`config.mk`:
```
export PLATFORM = sky130hd
export DESIGN_NAME = load_align_unit
export DESIGN_NICKNAME = d
export VERILOG_FILES = /design/src/rtl/load_pkg.sv /design/src/rtl/load_extract.sv /design/src/rtl/load_align_unit.sv
export SDC_FILE = /design/constraint.sdc
export NUM_CORES = 1
export LEC_CHECK = 0
export ABC_AREA = 1
export BUFFER_PORTS_ARGS = -buffer_cell sky130_fd_sc_hd__clkbuf_2
export CORE_UTILIZATION = 45
export CTS_CLUSTER_SIZE = 25
export DETAILED_ROUTE_END_ITERATION = 10
export PLACE_DENSITY_LB_ADDON = 0.3
export SLEW_MARGIN = 20
export SYNTH_ARGS = -nofsm -noshare
export SYNTH_HDL_FRONTEND = slang
export SYNTH_SLANG_ARGS = --single-unit
```
`constraint.sdc`:
```
create_clock -name clk -period 2.2 [get_ports clk]
set_input_delay 0.22 -clock clk [delete_from_list [all_inputs] [get_ports clk]]
set_output_delay 0.22 -clock clk [all_outputs]
set_load 0.1 [all_outputs]
```
`src/rtl/load_pkg.sv`:
```
// Shared encodings and helpers for the load alignment unit.
// Holds the funct3 load types, FSM states, lane-offset width and legality check.
package load_pkg;

    localparam logic [2:0] F3_LB  = 3'b000;
    localparam logic [2:0] F3_LH  = 3'b001;
    localparam logic [2:0] F3_LW  = 3'b010;
    localparam logic [2:0] F3_LD  = 3'b011;
    localparam logic [2:0] F3_LBU = 3'b100;
    localparam logic [2:0] F3_LHU = 3'b101;
    localparam logic [2:0] F3_LWU = 3'b110;

    typedef enum logic [1:0] {
        StIdle = 2'b00,
        StMem  = 2'b01,
        StResp = 2'b10
    } state_e;

    function automatic int unsigned off_width(input int unsigned xlen);
        return $clog2(xlen / 8);
    endfunction

    // High when the load type is illegal for this XLEN or the address is misaligned for it.
    function automatic logic load_err(input logic [2:0] f3, input logic [2:0] addr_lo,
                                      input logic is64);
        logic err;
        case (f3)
            F3_LB, F3_LBU: err = 1'b0;
            F3_LH, F3_LHU: err = addr_lo[0];
            F3_LW:         err = |addr_lo[1:0];
            F3_LWU:        err = !is64 || (|addr_lo[1:0]);
            F3_LD:         err = !is64 || (|addr_lo);
            default:       err = 1'b1;
        endcase
        return err;
    endfunction

endpackage

```
`src/rtl/load_extract.sv`:
```
// Combinational lane select and sign/zero extension of a memory read word.
// The lane is shifted down to bit 0 and then extended according to funct3.
module load_extract
    import load_pkg::*;
#(
    parameter int unsigned XLEN  = 32,
    parameter int unsigned OFF_W = 2
) (
    input  logic [XLEN-1:0]  rdata_i,
    input  logic [OFF_W-1:0] offset_i,
    input  logic [2:0]       funct3_i,
    output logic [XLEN-1:0]  data_o
);

    logic [63:0] lane;
    logic [63:0] res;

    // Work in 64 bits so the same extension code serves both XLEN values.
    always_comb begin
        lane = 64'(rdata_i >> {offset_i, 3'b000});
        res  = '0;
        case (funct3_i)
            F3_LB:   res = {{56{lane[7]}}, lane[7:0]};
            F3_LH:   res = {{48{lane[15]}}, lane[15:0]};
            F3_LW:   res = {{32{lane[31]}}, lane[31:0]};
            F3_LD:   res = lane;
            F3_LBU:  res = {56'b0, lane[7:0]};
            F3_LHU:  res = {48'b0, lane[15:0]};
            F3_LWU:  res = {32'b0, lane[31:0]};
            default: res = '0;
        endcase
        data_o = XLEN'(res);
    end

endmodule

```
`src/rtl/load_align_unit.sv`:
```
// Load unit between MEM stage and data memory: one request in flight, variable-latency ack,
// lane extraction, misalign/illegal and timeout reporting, result held until consumed.
module load_align_unit
    import load_pkg::*;
#(
    parameter int unsigned XLEN           = 32,
    parameter int unsigned TIMEOUT_CYCLES = 16
) (
    input  logic            clk,
    input  logic            rst,
    input  logic            Req_valid,
    output logic            Req_ready,
    input  logic [XLEN-1:0] Req_addr,
    input  logic [2:0]      Req_funct3,
    output logic            Mem_req,
    output logic [XLEN-1:0] Mem_addr,
    input  logic            Mem_ack,
    input  logic [XLEN-1:0] Mem_rdata,
    output logic            Load_valid,
    input  logic            Load_ack,
    output logic [XLEN-1:0] Load_data,
    output logic            Misaligned,
    output logic            Timeout_err
);

    localparam int unsigned OFF_W = off_width(XLEN);
    localparam int unsigned CNT_W = $clog2(TIMEOUT_CYCLES + 1);
    localparam logic [CNT_W-1:0] CNT_LAST = CNT_W'(TIMEOUT_CYCLES - 1);
    localparam logic IS64 = (XLEN == 64);

    state_e           state_q;
    logic [CNT_W-1:0] cnt_q;
    logic [OFF_W-1:0] off_q;
    logic [2:0]       f3_q;
    logic [XLEN-1:0]  ext_data;

    load_extract #(
        .XLEN  (XLEN),
        .OFF_W (OFF_W)
    ) u_extract (
        .rdata_i  (Mem_rdata),
        .offset_i (off_q),
        .funct3_i (f3_q),
        .data_o   (ext_data)
    );

    assign Req_ready = (state_q == StIdle);

    always_ff @(posedge clk or posedge rst) begin
        if (rst) begin
            state_q     <= StIdle;
            cnt_q       <= '0;
            off_q       <= '0;
            f3_q        <= '0;
            Mem_req     <= 1'b0;
            Mem_addr    <= '0;
            Load_valid  <= 1'b0;
            Load_data   <= '0;
            Misaligned  <= 1'b0;
            Timeout_err <= 1'b0;
        end else begin
            case (state_q)
                StIdle: begin
                    if (Req_valid) begin
                        off_q <= Req_addr[OFF_W-1:0];
                        f3_q  <= Req_funct3;
                        cnt_q <= '0;
                        if (load_err(Req_funct3, Req_addr[2:0], IS64)) begin
                            Misaligned <= 1'b1;
                            Load_valid <= 1'b1;
                            Load_data  <= '0;
                            state_q    <= StResp;
                        end else begin
                            Mem_req  <= 1'b1;
                            Mem_addr <= {Req_addr[XLEN-1:OFF_W], {OFF_W{1'b0}}};
                            state_q  <= StMem;
                        end
                    end
                end
                StMem: begin
                    // An ack arriving in the final allowed cycle still completes the load.
                    if (Mem_ack) begin
                        Load_data  <= ext_data;
                        Mem_req    <= 1'b0;
                        Load_valid <= 1'b1;
                        state_q    <= StResp;
                    end else if (cnt_q == CNT_LAST) begin
                        Timeout_err <= 1'b1;
                        Load_data   <= '0;
                        Mem_req     <= 1'b0;
                        Load_valid  <= 1'b1;
                        state_q     <= StResp;
                    end else begin
                        cnt_q <= cnt_q + 1'b1;
                    end
                end
                StResp: begin
                    if (Load_ack) begin
                        Load_valid  <= 1'b0;
                        Load_data   <= '0;
                        Misaligned  <= 1'b0;
                        Timeout_err <= 1'b0;
                        state_q     <= StIdle;
                    end
                end
                default: state_q <= StIdle;
            endcase
        end
    end

endmodule

```
==> results.md, run 1 <==
Outcome:
- The flow ran to the end, and the final reports show no timing, DRC or antenna violations.

Placement:
- The final weighted congestion of routability-driven global placement is 0.885.
- Before CTS, the worst setup slack after placement is 0.251 ns.
- Detailed placement ended at an HPWL of 7090 um.
- Buffers placed on the I/O ports in this run total 138.

Routing:
- The number of vias in the routed layout is 3738.
- The violation count after the first detailed-route iteration is 197.
- In the routed design, unresolved DRC markers number 0.
- In the final routed layout, each cell accounts on average for 12.7 um.
- The number of iterations in the first detailed-routing pass is 4.
- The total wire length after detailed routing is between 9000 and 10000 um.
- The detail route stage leaves a number of antenna-violating nets equal to 0.
- Using the TritonRoute via totals, the vias-per-cell ratio works out to slightly below 5.

Worst hold path:
- Along the worst hold path, the cell count comes to 3.
- The path class of the tightest hold or removal check is primary input to flip-flop.
- The endpoint of the worst hold path is Mem_addr[10].
- The launch point of the worst hold path is Req_addr[10].

Setup path:
- The worst setup path is captured at a flip-flop.
- The worst-path maximum fanout is 34.
- The worst register-to-register path has a setup slack of around 0.25 ns.
- The number of cells on the worst reg-to-reg path is 11.
- STA puts the critical path data arrival time at 2.24 ns.
- The type of the setup path with the least slack is flip-flop to flip-flop.
- The launching element type of the critical path is a flip-flop.
- The worst register-to-register path ends at Load_data[0].
- At the worst endpoint, the required time is 2.49 ns.
- The beginning of the worst register-to-register path is cnt_q[0].

Timing:
- The final hold slack is 0.0708 ns.
- Setup violations remaining at the end of the flow were counted as 0.
- Once routing completed, OpenROAD measured the worst setup slack at ~0.25 ns.
- Setup repair after global routing left no endpoint under its margin.
- The total count of hold-check failures in the final report is 0.
- The setup total negative slack is 0 ns.
- The fraction of the cycle the final worst path needs is between 80% and 90%.
- Derived from the worst setup path, the maximum achievable clock frequency is 513 MHz.
- For the pin with the worst max-slew slack, the measured transition is 0.564 ns.
- The final number of max-transition violations was 0.
- The worst slew margin relative to its limit is 62.6%.
- The maximum clock skew at final layout is between 0.007 and 0.008 ns.
- The final period demand of the worst path is 1.95 ns.

Logic synthesis:
- For this run, the leading register cell type out of synthesis is sky130_fd_sc_hd__dfrtp_1.
- During synthesis, Yosys emitted a total of 0 warnings.
- The total of flip-flops plus latches after synthesis is ~80.
- The sequential area share after synthesis is 49.8%.
- The number of enable flip-flop cells after synthesis is 0.
- The share of async-settable or async-resettable flops after synthesis is 100%.
- The post-synthesis cell area is 3920 um^2.
- After synthesis, the mean cell area works out to 7.51 um^2.
- In the synthesized netlist, the number of instances is 522.
- The count of cell types in the netlist is 24.

GRT:
- The number of global-route vias before repair is 3312.
- Entering global routing, the biggest net connects 59 pins.
- The initial antenna violation count was 0.
- Global routing consumed, over all layers together, 21.9% of the routing resources.
- The first-pass GRT wire length is 15200 um.
- The total global routing overflow is 0.

Die:
- The placeable core region is 8340 um^2.
- The die is 95.3 um wide.
- For this configuration, the core starts out at a cell density of a little under half.
- The number of placed I/O pins is roughly 140.
- The number of cell rows is 33.
- The die covers between 9000 and 10000 um^2.
- The chip height is roughly 95 um.

Layout:
- The layout filler cell count is roughly 800.
- The area added between synthesis and finish is 24.5%.
- In the final layout, the share of cells above drive strength 1 is 26.6%.
- The fraction of the core area covered by cells at the end of the flow is 58.5%.
- The number of antenna cells inserted is 0.
- The final net count is 726.

CTS:
- The maximum level of the CTS H-tree is 3.
- The longest clock path from root to sink contains 2 buffers.
- Buffers added to address setup during post-CTS repair amount to 0.
- The clock transition at the register clock pins on the worst setup and hold paths after CTS is 0.09 ns.
- The number of gates resized after CTS was 0.
- The count of clock tree sinks is 78.
- The number of buffers added by the clock tree synthesis step is 9.
- TritonCTS built the clock tree.
- The number of hold buffers added after CTS was 1.
- The root buffer cell chosen for the clock tree is sky130_fd_sc_hd__clkbuf_8.
- Clock latency on the worst-skew pair, taken at its later pin, is 0.36 ns.

Flow run:
- Max-cap violations in this run came to 0.
==> synthesized netlist by cell type, types with 3 or more instances <==
cell	n	area share (%)
sky130_fd_sc_hd__clkbuf_1	6	0.57
sky130_fd_sc_hd__o21ai_0	38	4.9
sky130_fd_sc_hd__o21ai_1	20	2.6
sky130_fd_sc_hd__inv_1	48	4.6
sky130_fd_sc_hd__dfrtp_1	78	50
sky130_fd_sc_hd__buf_4	8	1.5
sky130_fd_sc_hd__o211ai_1	7	1.3
sky130_fd_sc_hd__buf_2	11	1.4
sky130_fd_sc_hd__nand3_1	43	5.5
sky130_fd_sc_hd__nor3_1	4	0.51
sky130_fd_sc_hd__nand3_2	3	0.77
sky130_fd_sc_hd__nand2_1	200	19
sky130_fd_sc_hd__inv_2	5	0.48
sky130_fd_sc_hd__nor2_1	35	3.4
==> cell type report <==
class / count / area (um^2) / share of cell area [%]
timing repair buffer: 146 / 778 / 15.9
inverter: 53 / 203 / 4.15
sequential: 78 / 1950 / 40.0
tap: 105 / 131 / 2.69
clock buffer: 11 / 141 / 2.90
clock inverter: 5 / 66.3 / 1.36
multi-input combinational: 364 / 1610 / 32.9
==> critical path, stage by stage, from the launching register on <==
cell and delay (ns):
sky130_fd_sc_hd__dfrtp_1 0.42, sky130_fd_sc_hd__ha_1 0.22, sky130_fd_sc_hd__nand2_1 0.08, sky130_fd_sc_hd__nor2_1 0.05, sky130_fd_sc_hd__ha_1 0.18, sky130_fd_sc_hd__nor2_1 0.21
sky130_fd_sc_hd__nand2_4 0.12, sky130_fd_sc_hd__nand2_1 0.09, sky130_fd_sc_hd__nor2_2 0.05, sky130_fd_sc_hd__nand2_4 0.27, sky130_fd_sc_hd__nand2_1 0.09, sky130_fd_sc_hd__nand2_1 0.09
==> registers in the layout, summed over array words and instances (netlist names) <==
signal and cells:
off_q 2, Timeout_err 1, Mem_req 1, Load_valid 1, state_q 2, Mem_addr 30
Misaligned 1, cnt_q 5, f3_q 3, Load_data 32
==> metal layers <==
layer,track usage [%],routed length [um]
met5,0,0
met4,8.96,159
met3,4.70,741
met2,34.2,4450
met1,29.5,4300
==> cell families (layout without fill, tap and decap cells) <==
logic type                 Yosys count  in the layout  share of synthesized area (%)
other                                1              2                         0.0957
AOI/OAI and AO/OA                   69             69                           9.32
and+or+nand+nor                    291            291                           30.9
DFF                                 78             78                           49.8
adders and majority gates            2              2                          0.638
buffers and inverters               81            215                           9.26
==> layout by cell type, fill, tap and decap left out, types with 2 or more instances in the layout <==
| cell type | instances |
|---|---|
| sky130_fd_sc_hd__nand2_1 | 200 |
| sky130_fd_sc_hd__clkbuf_2 | 138 |
| sky130_fd_sc_hd__dfrtp_1 | 78 |
| sky130_fd_sc_hd__inv_1 | 47 |
| sky130_fd_sc_hd__nand3_1 | 43 |
| sky130_fd_sc_hd__o21ai_0 | 38 |
| sky130_fd_sc_hd__nor2_1 | 35 |
| sky130_fd_sc_hd__o21ai_1 | 20 |
| sky130_fd_sc_hd__clkbuf_8 | 10 |
| sky130_fd_sc_hd__o211ai_1 | 7 |
| sky130_fd_sc_hd__inv_2 | 5 |
| sky130_fd_sc_hd__buf_4 | 5 |
| sky130_fd_sc_hd__nor3_1 | 4 |
| sky130_fd_sc_hd__nand3_2 | 3 |
| sky130_fd_sc_hd__nor2_2 | 2 |
| sky130_fd_sc_hd__nand2_4 | 2 |
| sky130_fd_sc_hd__a31oi_1 | 2 |
| sky130_fd_sc_hd__clkinvlp_4 | 2 |
| sky130_fd_sc_hd__a21oi_1 | 2 |
| sky130_fd_sc_hd__ha_1 | 2 |
| sky130_fd_sc_hd__conb_1 | 2 |
| sky130_fd_sc_hd__buf_12 | 2 |
==> through the flow <==
step           std cells  cell area (um^2)
2_1_floorplan        523              3930
6_report             762              4880
4_1_cts              762              4880
3_5_place_dp         745              4660
5_1_grt              762              4880
3_3_place_gp         745              4660
==> worst max-delay path by stage <==
| stage | startpoint | to | slack, ns | depth (start not counted) |
|---|---|---|---|---|
| after CTS | cnt_q[0] | Load_data[4] | 0.23 | 11 |
| after detailed placement | cnt_q[0] | Load_data[4] | 0.25 | 11 |
| after global routing | cnt_q[0] | Load_data[29] | 0.05 | 11 |
| after floorplan | state_q[1] | Mem_addr[20] | 0.10 | 5 |
| after global placement | cnt_q[0] | Load_valid | 0.36 | 10 |
| final | cnt_q[0] | Load_data[0] | 0.25 | 11 |
Power of run 1 is left out: the tool's default activity adds up to more than one toggle a clock period on the data nets, which glitch-free logic cannot reach.
==> run 2, diff against run 1 <==
PLACE_DENSITY = 0.76   (was not set)
PLACE_DENSITY_LB_ADDON = not set   (was 0.3)
==> run 2 against run 1 <==
Against the previous run:
- worst setup slack got worse by 0.028 ns
- clock skew rose by 0.0063 ns
- register-to-register slack got worse by 0.03 ns
- first-iteration DRC count grew 9.1%
- core utilization rose by 0.38 points
- non-clock buffer count grew 2
- wire length decreased by 0.21%
- count of clock-buffer cells in the layout is the same
- critical endpoint is now Load_data[21]
==> results.md, run 2 (synthesis results as in run 1) <==
Layout:
- The area added between synthesis and finish is 25.3% (was 24.5%).
- The share of layout cells above drive strength 1 was 26.7% (was 26.6%).
- The final net count came to 728 (was 726).
- The area taken by multi-input logic gates was 1610 um^2 (unchanged).
- The number of flip-flops under the largest register name was 32 (unchanged).
- Largest registers: Load_data x32, Mem_addr x30, cnt_q x5 (unchanged).
- The finished layout cell area was 4910 um^2 (was 4880 um^2).
- Most frequent cells in the layout: sky130_fd_sc_hd__nand2_1 (200), sky130_fd_sc_hd__clkbuf_2 (138), sky130_fd_sc_hd__dfrtp_1 (78), sky130_fd_sc_hd__inv_1 (47), sky130_fd_sc_hd__nand3_1 (43) (unchanged).
- The register with the most flip-flops is Load_data (unchanged).
- The most common library cell in the layout ignoring fill and taps was sky130_fd_sc_hd__nand2_1 (unchanged).
- The number of antenna cells inserted was 0 (unchanged).
- The layout filler cell count is 778 (was 803).
- The sequential cell area was 1950 um^2 (unchanged).

Setup path:
- Chain of cells forming the critical path: ha_1, nand2_1, nor2_1, ha_1, nor2_1, nand2_4, nand2_1, nor2_2, nand2_4, nand2_1, nand2_1 (unchanged).
- The endpoint kind of the worst setup timing path is a flip-flop (unchanged).
- The required time of the worst setup path is 2.48 ns (was 2.49 ns).
- The worst-path maximum fanout is 34 (unchanged).
- The launching element type of the critical path is a flip-flop (unchanged).
- The largest incremental delay on the critical path is 0.42 ns (about the same).
- The type of the setup path with the least slack is flip-flop to flip-flop (unchanged).
- The cell with the largest stage delay on the worst path is sky130_fd_sc_hd__dfrtp_1 (unchanged).
- The worst path arrival time is 2.26 ns (was 2.24 ns).
- The gate family responsible for the most delay along the worst path is simple AND/OR/NAND/NOR gates (unchanged).
- The most common cell type on the critical path is sky130_fd_sc_hd__nand2_1 (unchanged).
- The critical path buffer and inverter count was 0 (unchanged).

Routing:
- The total DRC errors in the routed layout was 0 (unchanged).
- The violation count after the first detailed-route iteration is 215 (was 197).
- The wire length per cell after detailed routing is 12.6 um (was 12.7 um).
- The routed via count divided by cell count is 4.96 (was 4.91).
- The remaining antenna violation count is 0 (unchanged).
- The number of vias in the routed layout is 3785 (was 3738).
- The total wire length after detailed routing is 9630 um (was 9650 um).
- The number of iterations in the first detailed-routing pass is 5 (was 4).

Timing:
- The final number of setup-violating endpoints was 0 (unchanged).
- The final period demand of the worst path is 1.98 ns (was 1.95 ns).
- The highest clock rate was 505 MHz (was 513 MHz).
- The worst slew margin relative to its limit is 62.9% (was 62.6%).
- The fraction of the cycle the final worst path needs is 90.0% (was 88.7%).
- The total count of hold-check failures in the final report is 0 (unchanged).
- The worst setup margin came to 0.221 ns (was 0.249 ns).
- Setup repair after global routing missed its margin: false (unchanged).
- The maximum clock skew at final layout is 0.0138 ns (was 0.00747 ns).
- The actual slew at the worst max-slew pin is 0.560 ns (was 0.564 ns).
- The setup total negative slack is 0 ns (unchanged).
- The final number of max-transition violations is 0 (unchanged).
- The final hold slack is 0.0864 ns (was 0.0708 ns).

CTS:
- The total setup buffers inserted after CTS is 0 (unchanged).
- The worst-skew pair later-pin latency is 0.35 ns (was 0.36 ns).
- The clock tree from TritonCTS is yes (unchanged).
- The clock tree root driver cell is sky130_fd_sc_hd__clkbuf_8 (unchanged).
- The maximum level of the CTS H-tree is 3 (unchanged).
- The clock transition at the register clock pins on the worst setup and hold paths after CTS is 0.08 ns (was 0.09 ns).
- The number of buffers added by the clock tree synthesis step is 9 (unchanged).
- The worst-case clock buffer depth was 2 (unchanged).
- The count of clock tree sinks is 78 (unchanged).

Placement:
- The area of placed instances is 4660 um^2 (about the same).
- The number of input and output port buffers inserted is 138 (unchanged).
- The final weighted congestion of routability-driven global placement is 0.857 (was 0.885).
- The half-perimeter wire length of the detailed placement result is 6960 um (was 7090 um).
- The pre-CTS worst setup slack came to 0.273 ns (was 0.251 ns).

GRT:
- The global router's overall resource usage is 22.4% (was 21.9%).
- The number of global-route vias before repair is 3584 (was 3312).
- The first-pass GRT wire length is 15700 um (was 15200 um).
- The total global routing overflow is 0 (unchanged).
- The initial antenna violation count is 0 (unchanged).
- The largest net degree at the start of global routing is 63 (was 59).

Die:
- The number of placed I/O pins is 141 (unchanged).
- The area of the die is 9090 um^2 (unchanged).
- The initial core utilization is 47.0% (unchanged).
- The number of cell rows is 33 (unchanged).
- The chip height came to 95.3 um (unchanged).
- The die boundary width was 95.3 um (unchanged).
- The placeable core region came to 8340 um^2 (unchanged).

Worst hold path:
- The class of the tightest hold or removal check is primary input to flip-flop (unchanged).

Outcome:
- Outcome: finished, final reports clean (unchanged).

Flow run:
- The count of maximum capacitance violations was 0 (unchanged).
==> run 2: layout make-up <==
class / count / share of cell area (%)
multi-input combinational: 364 / 32.7
timing repair buffer: 148 / 15.9
tap: 105 / 2.68
sequential: 78 / 39.7
inverter: 53 / 4.13
clock inverter: 4 / 1.94
clock buffer: 11 / 2.88
==> run 2: routing by layer <==
| metal | up-vias | wire length [um] | GRT usage [%] |
|---|---|---|---|
| li1 | 1892 | - | - |
| met1 | 1706 | 4150 | 28.4 |
| met2 | 173 | 4510 | 37.4 |
| met3 | 14 | 822 | 4.63 |
| met4 | 0 | 143 | 8.84 |
| met5 | - | 0 | 0 |
==> run 2: worst paths after layout <==
kind	cells past startpoint	endpoint	slack, ns	startpoint
max	11	Load_data[21]	0.22	cnt_q[0]
min	3	Mem_addr[29]	0.09	Req_addr[29]
max reg2reg	11	Load_data[21]	0.22	cnt_q[0]
min reg2reg	2	Load_data[13]	0.48	Load_data[13]
max in group asynchronous	4	f3_q[2]	1.21	rst
min in group asynchronous	3	Mem_addr[6]	0.38	rst
==> run 2: tightest hold or removal path, cell delays in order <==
cell and delay (ns):
sky130_fd_sc_hd__clkbuf_2 0.08, sky130_fd_sc_hd__inv_1 0.04, sky130_fd_sc_hd__o21ai_1 0.05
==> run 2: timing repair <==
item,4_1_cts,5_1_grt
endpoints found under the hold margin,9,0
hold buffers,1,0
gates resized for setup,0,0
==> run 2: stage by stage <==
step | cells | util [%]
2_1_floorplan | 523 | -
3_3_place_gp | 747 | 55.9
3_5_place_dp | 747 | 55.9
4_1_cts | 763 | 58.9
5_1_grt | 763 | 58.9
6_report | 763 | 58.9
Power of run 2 is left out for the same reason.
